`src/rtl/goertzel_bin_scheduler.sv`:
```
// Multi-bin sequencer for a shared single-bin Goertzel core: replays one sample frame
// per enabled bin and returns one tagged magnitude per bin over a valid/ready stream.
module goertzel_bin_scheduler #(
    parameter int NBINS   = 8,
    parameter int NS_MAX  = 1024,
    parameter int TIMEOUT = 64,
    localparam int AW     = $clog2(NS_MAX),
    localparam int BW     = $clog2(NBINS)
) (
    input  logic             clk,
    input  logic             rst,
    input  logic             start_i,
    input  logic             abort_i,
    input  logic [31:0]      ns_i,
    input  logic [NBINS-1:0] bin_en_i,
    output logic             busy_o,
    output logic             done_o,
    output logic             err_o,
    input  logic             cfg_we_i,
    input  logic [BW-1:0]    cfg_addr_i,
    input  logic [63:0]      cfg_alpha_i,
    input  logic [63:0]      cfg_cwre_i,
    input  logic [63:0]      cfg_cwim_i,
    output logic             smp_rd_o,
    output logic [AW-1:0]    smp_addr_o,
    input  logic [31:0]      smp_data_i,
    output logic             core_clr_o,
    output logic             core_en_o,
    output logic [31:0]      core_ns_o,
    output logic [63:0]      core_alpha_o,
    output logic [63:0]      core_cwre_o,
    output logic [63:0]      core_cwim_o,
    output logic [31:0]      core_data_o,
    input  logic             core_valid_i,
    input  logic [31:0]      core_res_i,
    output logic             res_valid_o,
    input  logic             res_ready_i,
    output logic [BW-1:0]    res_bin_o,
    output logic [31:0]      res_data_o
);
    localparam int TW = $clog2(TIMEOUT + 1);

    typedef enum logic [2:0] {
        S_IDLE,
        S_CLEAR,
        S_FEED,
        S_WAIT,
        S_OUT
    } state_t;

    state_t r_state;
    state_t w_state_next;

    logic [63:0]      r_tbl_alpha [NBINS];
    logic [63:0]      r_tbl_cwre  [NBINS];
    logic [63:0]      r_tbl_cwim  [NBINS];

    logic [31:0]      r_ns;
    logic [AW-1:0]    r_last_addr;
    logic [NBINS-1:0] r_mask;
    logic [BW-1:0]    r_bin;
    logic [AW-1:0]    r_addr;
    logic [TW-1:0]    r_timer;
    logic [31:0]      r_res;
    logic [63:0]      r_core_alpha;
    logic [63:0]      r_core_cwre;
    logic [63:0]      r_core_cwim;
    logic             r_en_d;
    logic             r_done;
    logic             r_err;
    logic             r_abort_clr;

    logic             w_abort;
    logic             w_start;
    logic             w_ns_bad;
    logic             w_last_addr;
    logic             w_timeout;
    logic [AW-1:0]    w_ns_last;
    logic [NBINS-1:0] w_above;
    logic             w_has_next;
    logic [BW-1:0]    w_next_bin;
    logic [BW-1:0]    w_first_bin;

    assign w_abort     = abort_i && (r_state != S_IDLE);
    assign w_start     = start_i && !abort_i && (r_state == S_IDLE);
    assign w_ns_bad    = (ns_i == 32'd0) || (ns_i > 32'(NS_MAX));
    assign w_ns_last   = ns_i[AW-1:0] - AW'(1);
    assign w_last_addr = (r_addr == r_last_addr);
    assign w_timeout   = (r_timer == TW'(TIMEOUT - 1));

    // Bins still pending in this frame: enabled and above the current one
    genvar gi;
    generate
        for (gi = 0; gi < NBINS; gi++) begin : g_above
            assign w_above[gi] = r_mask[gi] && (BW'(gi) > r_bin);
        end
    endgenerate

    always_comb begin
        w_has_next = 1'b0;
        w_next_bin = '0;
        for (int i = NBINS - 1; i >= 0; i--) begin
            if (w_above[i]) begin
                w_has_next = 1'b1;
                w_next_bin = BW'(i);
            end
        end
    end

    always_comb begin
        w_first_bin = '0;
        for (int i = NBINS - 1; i >= 0; i--) begin
            if (bin_en_i[i]) begin
                w_first_bin = BW'(i);
            end
        end
    end

    // Coefficient table: writable any cycle, cleared by reset
    always_ff @(posedge clk) begin
        if (rst) begin
            for (int i = 0; i < NBINS; i++) begin
                r_tbl_alpha[i] <= '0;
                r_tbl_cwre[i]  <= '0;
                r_tbl_cwim[i]  <= '0;
            end
        end else if (cfg_we_i && (int'(cfg_addr_i) < NBINS)) begin
            r_tbl_alpha[cfg_addr_i] <= cfg_alpha_i;
            r_tbl_cwre[cfg_addr_i]  <= cfg_cwre_i;
            r_tbl_cwim[cfg_addr_i]  <= cfg_cwim_i;
        end
    end

    always_ff @(posedge clk) begin
        if (rst) begin
            r_state <= S_IDLE;
        end else begin
            r_state <= w_state_next;
        end
    end

    always_comb begin
        w_state_next = r_state;
        if (w_abort) begin
            w_state_next = S_IDLE;
        end else begin
            case (r_state)
                S_IDLE: begin
                    if (w_start && !w_ns_bad && (bin_en_i != '0)) begin
                        w_state_next = S_CLEAR;
                    end
                end
                S_CLEAR: w_state_next = S_FEED;
                S_FEED: begin
                    if (w_last_addr) begin
                        w_state_next = S_WAIT;
                    end
                end
                S_WAIT: begin
                    if (core_valid_i) begin
                        w_state_next = S_OUT;
                    end else if (w_timeout) begin
                        w_state_next = w_has_next ? S_CLEAR : S_IDLE;
                    end
                end
                S_OUT: begin
                    if (res_ready_i) begin
                        w_state_next = w_has_next ? S_CLEAR : S_IDLE;
                    end
                end
                default: w_state_next = S_IDLE;
            endcase
        end
    end

    always_comb begin
        busy_o      = (r_state != S_IDLE);
        smp_rd_o    = (r_state == S_FEED);
        core_clr_o  = (r_state == S_CLEAR) || r_abort_clr;
        res_valid_o = (r_state == S_OUT);
    end

    always_ff @(posedge clk) begin
        if (rst) begin
            r_ns         <= '0;
            r_last_addr  <= '0;
            r_mask       <= '0;
            r_bin        <= '0;
            r_addr       <= '0;
            r_timer      <= '0;
            r_res        <= '0;
            r_core_alpha <= '0;
            r_core_cwre  <= '0;
            r_core_cwim  <= '0;
            r_en_d       <= 1'b0;
            r_done       <= 1'b0;
            r_err        <= 1'b0;
            r_abort_clr  <= 1'b0;
        end else begin
            r_done      <= 1'b0;
            r_err       <= 1'b0;
            r_abort_clr <= 1'b0;
            // Sample RAM returns data one cycle after the read strobe
            r_en_d      <= (r_state == S_FEED) && !w_abort;
            if (w_abort) begin
                r_abort_clr <= 1'b1;
            end else begin
                case (r_state)
                    S_IDLE: begin
                        if (w_start) begin
                            if (w_ns_bad) begin
                                r_err <= 1'b1;
                            end else begin
                                r_ns        <= ns_i;
                                r_last_addr <= w_ns_last;
                                r_mask      <= bin_en_i;
                                r_bin       <= w_first_bin;
                                if (bin_en_i == '0) begin
                                    r_done <= 1'b1;
                                end
                            end
                        end
                    end
                    S_CLEAR: begin
                        r_core_alpha <= r_tbl_alpha[r_bin];
                        r_core_cwre  <= r_tbl_cwre[r_bin];
                        r_core_cwim  <= r_tbl_cwim[r_bin];
                        r_addr       <= '0;
                        r_timer      <= '0;
                    end
                    S_FEED: begin
                        if (!w_last_addr) begin
                            r_addr <= r_addr + AW'(1);
                        end
                    end
                    S_WAIT: begin
                        if (core_valid_i) begin
                            r_res <= core_res_i;
                        end else if (w_timeout) begin
                            r_err <= 1'b1;
                            if (w_has_next) begin
                                r_bin <= w_next_bin;
                            end else begin
                                r_done <= 1'b1;
                            end
                        end else begin
                            r_timer <= r_timer + TW'(1);
                        end
                    end
                    S_OUT: begin
                        if (res_ready_i) begin
                            if (w_has_next) begin
                                r_bin <= w_next_bin;
                            end else begin
                                r_done <= 1'b1;
                            end
                        end
                    end
                    default: ;
                endcase
            end
        end
    end

    assign done_o       = r_done;
    assign err_o        = r_err;
    assign smp_addr_o   = r_addr;
    assign core_en_o    = r_en_d;
    assign core_data_o  = r_en_d ? smp_data_i : 32'd0;
    assign core_ns_o    = r_ns;
    assign core_alpha_o = r_core_alpha;
    assign core_cwre_o  = r_core_cwre;
    assign core_cwim_o  = r_core_cwim;
    assign res_bin_o    = r_bin;
    assign res_data_o   = r_res;

endmodule

```
`config.mk`:
```
export PLATFORM = sky130hd
export DESIGN_NAME = goertzel_bin_scheduler
export DESIGN_NICKNAME = d
export VERILOG_FILES = /design/src/rtl/goertzel_bin_scheduler.sv
export SDC_FILE = /design/constraint.sdc
export NUM_CORES = 2
export LEC_CHECK = 0
export ABC_CLOCK_PERIOD_IN_PS = 41500
export BUFFER_PORTS_ARGS = -buffer_cell sky130_fd_sc_hd__buf_2
export CORE_ASPECT_RATIO = 1.75
export CORE_UTILIZATION = 50
export CTS_CLUSTER_SIZE = 24
export DETAILED_ROUTE_END_ITERATION = 12
export GPL_ROUTABILITY_DRIVEN = 0
export PLACE_DENSITY = 0.68
export SLEW_MARGIN = 10
export SYNTH_ARGS = -nofsm -noshare
export SYNTH_HDL_FRONTEND = slang
export SYNTH_SLANG_ARGS = --single-unit
```
`constraint.sdc`:
```
create_clock -name clk -period 41.5 [get_ports clk]
set_input_delay 0 -clock clk [delete_from_list [all_inputs] [get_ports clk]]
set_output_delay 0 -clock clk [all_outputs]
set_load 0.05 [all_outputs]
```
== Word level (Yosys, flattened, before mapping) ==
Memories as Yosys holds them, arrays and structs flattened. A register that Yosys moved wholly into a read port is not among the register bits.
Index checks and enable logic that the tools add are counted.
Storage, ports and cells
  register bits after elaboration: 109
  RAM bits: 1536
  input bits: 306
  output and inout bits: 308
  logic and storage cells: 155
  memories: 3
Memory list
  r_tbl_alpha: words 8, bits a word 64, rd ports 1, clocked after Yosys merged registers in 1, write ports 8, RTL line 54  | logic [63:0] r_tbl_alpha [NBINS];
  r_tbl_cwim: words 8, bits a word 64, rd ports 1, clocked after Yosys merged registers in 1, write ports 8, RTL line 56  | logic [63:0] r_tbl_cwim [NBINS];
  r_tbl_cwre: words 8, bits a word 64, rd ports 1, clocked after Yosys merged registers in 1, write ports 8, RTL line 55  | logic [63:0] r_tbl_cwre [NBINS];
Cells by class
  add/sub/neg operators: 3
  order comparisons: 9
  equality and inequality tests: 16
  mux-type cells: 72
  bitwise operators: 2
  reduce and logical (&&, ||, !) cells: 38
Operators with widths (count)
  two-way mux 64 bit: 3
  OR reduction 64 bit: 3
  two-way mux 3 bit: 30
  > comparator 32 x 11 -> 1 bit, second input constant: 1
  zero test 32 bit: 1
  two-way mux 32 bit: 1
  two-way mux 1 bit: 29
  case mux 10 bit (2 select lines): 1
  case mux 3 bit (5 select lines): 1
  logical AND 1 bit: 14
  two-way mux 7 bit: 2
  case mux 7 bit (2 select lines): 1
  > comparator 3 bit, first input constant: 4
  != test 2 bit, second input constant: 6
  AND reduction 4 bit: 3
  adder 10 x 1 -> 10 bit, second input constant: 1
  equality test 10 bit: 1
  two-way mux 10 bit: 1
  subtractor 10 x 1 -> 10 bit, second input constant: 1
  case mux 3 bit (3 select lines): 1
  zero test 8 bit: 1
  nonzero test 8 bit: 1
  adder 7 x 1 -> 7 bit, second input constant: 1
  equality test 7 x 6 -> 1 bit, second input constant: 1
  19 further kinds: 31

== Longest topological paths before layout ==
  depth in word-level cells: 14
  depth in mapped cells: 9

== Worst setup path after synthesis ==
Ideal clock, no wire load.
  kind: input to register
  start point: in rst
  end point: mem r_tbl_alpha[3][0] (enable)
  arrival: 13.843 ns
  required time: 40.491 ns
  slack: 26.647 ns
  stages on the path: 4
  cell sequence: clkbuf_1 -> inv_1 -> nand3_1 -> o21ai_0
RTL lines
  start, declared: RTL line 11  | input logic rst,
  end, declared: RTL line 54

==> run_results.csv <==
group,metric,value,unit
clock_tree,insertion_delay,0.82,ns
min_path,holdPathStages,3,
worst_setup_path,crit_type,"primary input to flop",
final_layout,drive_gt1_share,21.3,%
floorplan,dieArea,158000,um^2
logic_synthesis,synthAdderAreaFrac,0.0639,%
global_routing,grt_first_pass_wirelength,323000,um
power,comb_power_share,4.7,%
power,sw_frac_of_total,21.2,%
clock_tree,cts_resized,0,
status,status,"complete, but fails checks",
min_path,whs_endpoint,"r_tbl_cwre[3][51]",
global_routing,grt_usage,27.6,%
status,violations,"design-rule violations",
logic_synthesis,syn-num-nets,5676,
placed_design,pre_cts_ws,36.37,ns
logic_synthesis,ys_ff_latch,1836,
floorplan,core,155000,um^2
floorplan,start_util,50.5,%
logic_synthesis,synth_top_family_by_area,"simple AND/OR/NAND/NOR gates",
logic_synthesis,ys_types,57,
detailed_routing,vias_per_cell,5.77,
clock_tree,clock_tree.htree_level_count,4,
detailed_routing,drc_errors,362,
floorplan,die_h,526,um
worst_setup_path,critPathArrivalTime,5.25,ns
detailed_routing,dr_total_vias,48400,
clock_tree,clkSlewWorstSetupHoldPaths,0.06,ns
clock_tree,root_buffer,"clkbuf_16",
sta,tns,0,ns
sta,min_period,4.83,ns
floorplan,io_pins,614,
worst_setup_path,r2r_end,"core_cwim_o[38]",
logic_synthesis,yosys_most_used_dff,"edfxtp_1",
sta,worst_clock_skew,0.0348,ns
worst_setup_path,reg2reg_slack,37.19,ns
power,p_switching,822,uW
logic_synthesis,async_flop_share,0,%
global_routing,grt-ovfl-total,0,
detailed_routing,drtIter0Drc,4446,
power,leakagePower,0.0330,uW
worst_setup_path,ff2ff_path_depth,6,
logic_synthesis,syn_inst,5366,
floorplan,die_x,301,um
worst_setup_path,r2r_start,"res_bin_o[0]",
power,seqPwrFrac,54.7,%
sta,slew_violations,0,
final_layout,syn_to_final_growth,18.1,%
worst_setup_path,cp-end-kind,"flop",
detailed_routing,wl_per_cell,26.1,um
floorplan,rows,191,
sta,setup_ws,36.67,ns
power,p_int,3050,uW
logic_synthesis,syn_area,78300,um^2
final_layout,seq_area,52100,um^2
global_routing,grt_pass1_vias,50900,
logic_synthesis,synth-edff-count,1536,
clock_tree,cts.path.max_buffers,4,
min_path,min_path_type,"primary input to flop",
sta,slew_headroom,21.8,%
final_layout,nNetsFinal,6510,
worst_setup_path,start_kind,"primary input",
logic_synthesis,syn-mean-instance-area,14.6,um^2
worst_setup_path,crit_required,41.92,ns
sta,hold_violations,0,
power,p_clk_share,40.6,%
detailed_routing,routed_wl,219000,um
sta,max_freq,207,MHz
placed_design,hpwl,113000,um
sta,setup_viol,0,
logic_synthesis,yosys_warnings,0,
sta,fin_crit_sh,11.6,%
placed_design,port_buffers,613,
flow_run,timing.max_cap.violations,0,
logic_synthesis,synthXorXnorAreaFrac,0.302,%
clock_tree,cts_sinks,1836,
min_path,hold_start,"cfg_cwre_i[51]",
sta,worst_pin_slew,1.17,ns
logic_synthesis,synth_compound_area_share,2.99,%
global_routing,antenna_found_initial,45,
logic_synthesis,synthSimpleGateAreaFrac,16.8,%
worst_setup_path,crit_fanout,193,
detailed_routing,final_antenna_net_count,0,
power,p_per_area,41.9,nW/um^2
power,ir_drop,0.0392,mV
global_routing,grt_max_degree,194,
clock_tree,cts_tree,"done",
sta,rsz0062_at_grt,"false",
clock_tree,cts_buffers,174,
final_layout,multiInputGateArea,24800,um^2
logic_synthesis,synth_mux_area_share,11.3,%
final_layout,n_fill_cell,11800,
logic_synthesis,yosysSeqAreaShare,66.6,%
detailed_routing,first_pass_iters,13,
==> Yosys cell counts (6+ instances only) <==
library cell / n / area, um^2
and2_1: 1590 / 9950
edfxtp_1: 1536 / 46100
nand2_1: 470 / 1760
mux4_2: 384 / 8650
clkbuf_1: 330 / 1240
dfxtp_1: 300 / 6010
nor2_1: 261 / 980
a311oi_1: 193 / 1690
buf_1: 46 / 173
a21oi_1: 45 / 225
mux2i_1: 21 / 210
xnor2_1: 16 / 140
o21ai_0: 15 / 75.1
buf_2: 13 / 65.1
inv_1: 12 / 45.0
nand3_1: 11 / 55.1
nor3_1: 11 / 55.1
xor2_1: 11 / 96.3
a211oi_1: 10 / 75.1
nor4_1: 10 / 62.6
and3_1: 8 / 50.1
nand4_1: 8 / 50.1
nand2b_1: 6 / 37.5
==> layout make-up <==
type / count / share of cell area, %
Antenna cell: 32 / 0.0866
Timing Repair Buffer: 1049 / 7.99
Clock inverter: 73 / 0.750
Sequential cell: 1836 / 56.4
Clock buffer: 234 / 5.17
Multi-Input combinational cell: 3127 / 26.8
Inverter: 12 / 0.0541
Tap cell: 2026 / 2.74
==> per-stage QoR <==
stage                     power [uW]  area, um^2  hold slack, ns  utilization (%)  instances
after detailed placement        2320       83300           0.246             53.7       7690
after CTS                       3890       92400          0.0157             59.6       8357
after floorplan                 2260       78300          0.0901                -       5366
after global routing            3970       92400          0.0712             59.6       8380
after global placement          2310       83300           0.240             53.7       7690
final                           3870       92500          0.0774             59.6       8389
==> critical path, stage by stage <==
cell	delay, ns
dlygate4sd3_1	0.58
buf_8	0.31
inv_1	0.65
nand3b_1	0.65
nor3_2	0.38
buf_12	0.78
or2_4	0.79
buf_4	0.89
==> cell families (layout without fill, tap and decap cells) <==
group	after synthesis	in the layout
xor+xnor	27	27
compound gates	296	296
other cells	0	32
mux	407	407
buf+inv	403	1368
simple gates	2393	2393
fa+ha+maj	4	4
flops	1836	1836
==> cell usage in the layout, fill, tap and decap left out, drive strengths merged, types with 15 or more instances in the layout <==
cell type,netlist,final
mux2i,21,21
nor2,261,261
a21oi,45,45
clkbuf,330,234
a311oi,193,193
mux4,384,384
and2,1590,1590
dlygate4sd3,0,360
nand2,470,470
xnor2,16,16
diode,0,32
clkinv,0,55
o21ai,15,15
dfxtp,300,300
edfxtp,1536,1536
buf,61,689
==> power by group through the flow <==
stage                     Sequential (uW)  Combinational, uW  Clock (uW)
after CTS                            2120                184        1590
final                                2120                183        1570
after global routing                 2120                196        1650
after global placement               2150                157           0
after floorplan                      2180               82.8           0
after detailed placement             2160                160           0
==> per-layer routing <==
layer | track usage (%) | up-vias | routed length, um
met5 | 0 | - | 188
met4 | 10.6 | 30 | 7530
met3 | 6.07 | 458 | 18100
met2 | 47.8 | 1931 | 111000
met1 | 33.3 | 24700 | 82500
li1 | - | 21200 | -
==> what timing repair did <==
item / 4_1_cts / 5_1_grt
setup endpoints to repair: 0 / 0
setup buffers: 0 / 0
hold endpoints to repair: 1684 / 0
hold buffers: 360 / 0
==> worst max path at each step <==
| stage | from | to | cells past startpoint |
|---|---|---|---|
| after global placement | rst | r_tbl_cwim[0][34] | 7 |
| after floorplan | rst | r_tbl_alpha[3][0] | 4 |
| after global routing | rst | r_tbl_cwim[0][32] | 8 |
| after detailed placement | rst | r_tbl_cwim[0][32] | 7 |
| after CTS | rst | r_tbl_cwim[0][32] | 8 |
| final | rst | r_tbl_cwim[0][32] | 8 |
==> registers in the layout, summed over array words and instances (netlist names), 3 cells and up <==
| register | count |
|---|---|
| r_tbl_cwim | 512 |
| core_cwre_o | 64 |
| res_bin_o | 3 |
| r_tbl_alpha | 512 |
| r_last_addr | 10 |
| r_state | 3 |
| core_ns_o | 32 |
| r_timer | 7 |
| r_mask | 7 |
| smp_addr_o | 10 |
| res_data_o | 32 |
| r_tbl_cwre | 512 |
| core_cwim_o | 64 |
| core_alpha_o | 64 |
Note: power is estimated with default switching activity, not from simulation.
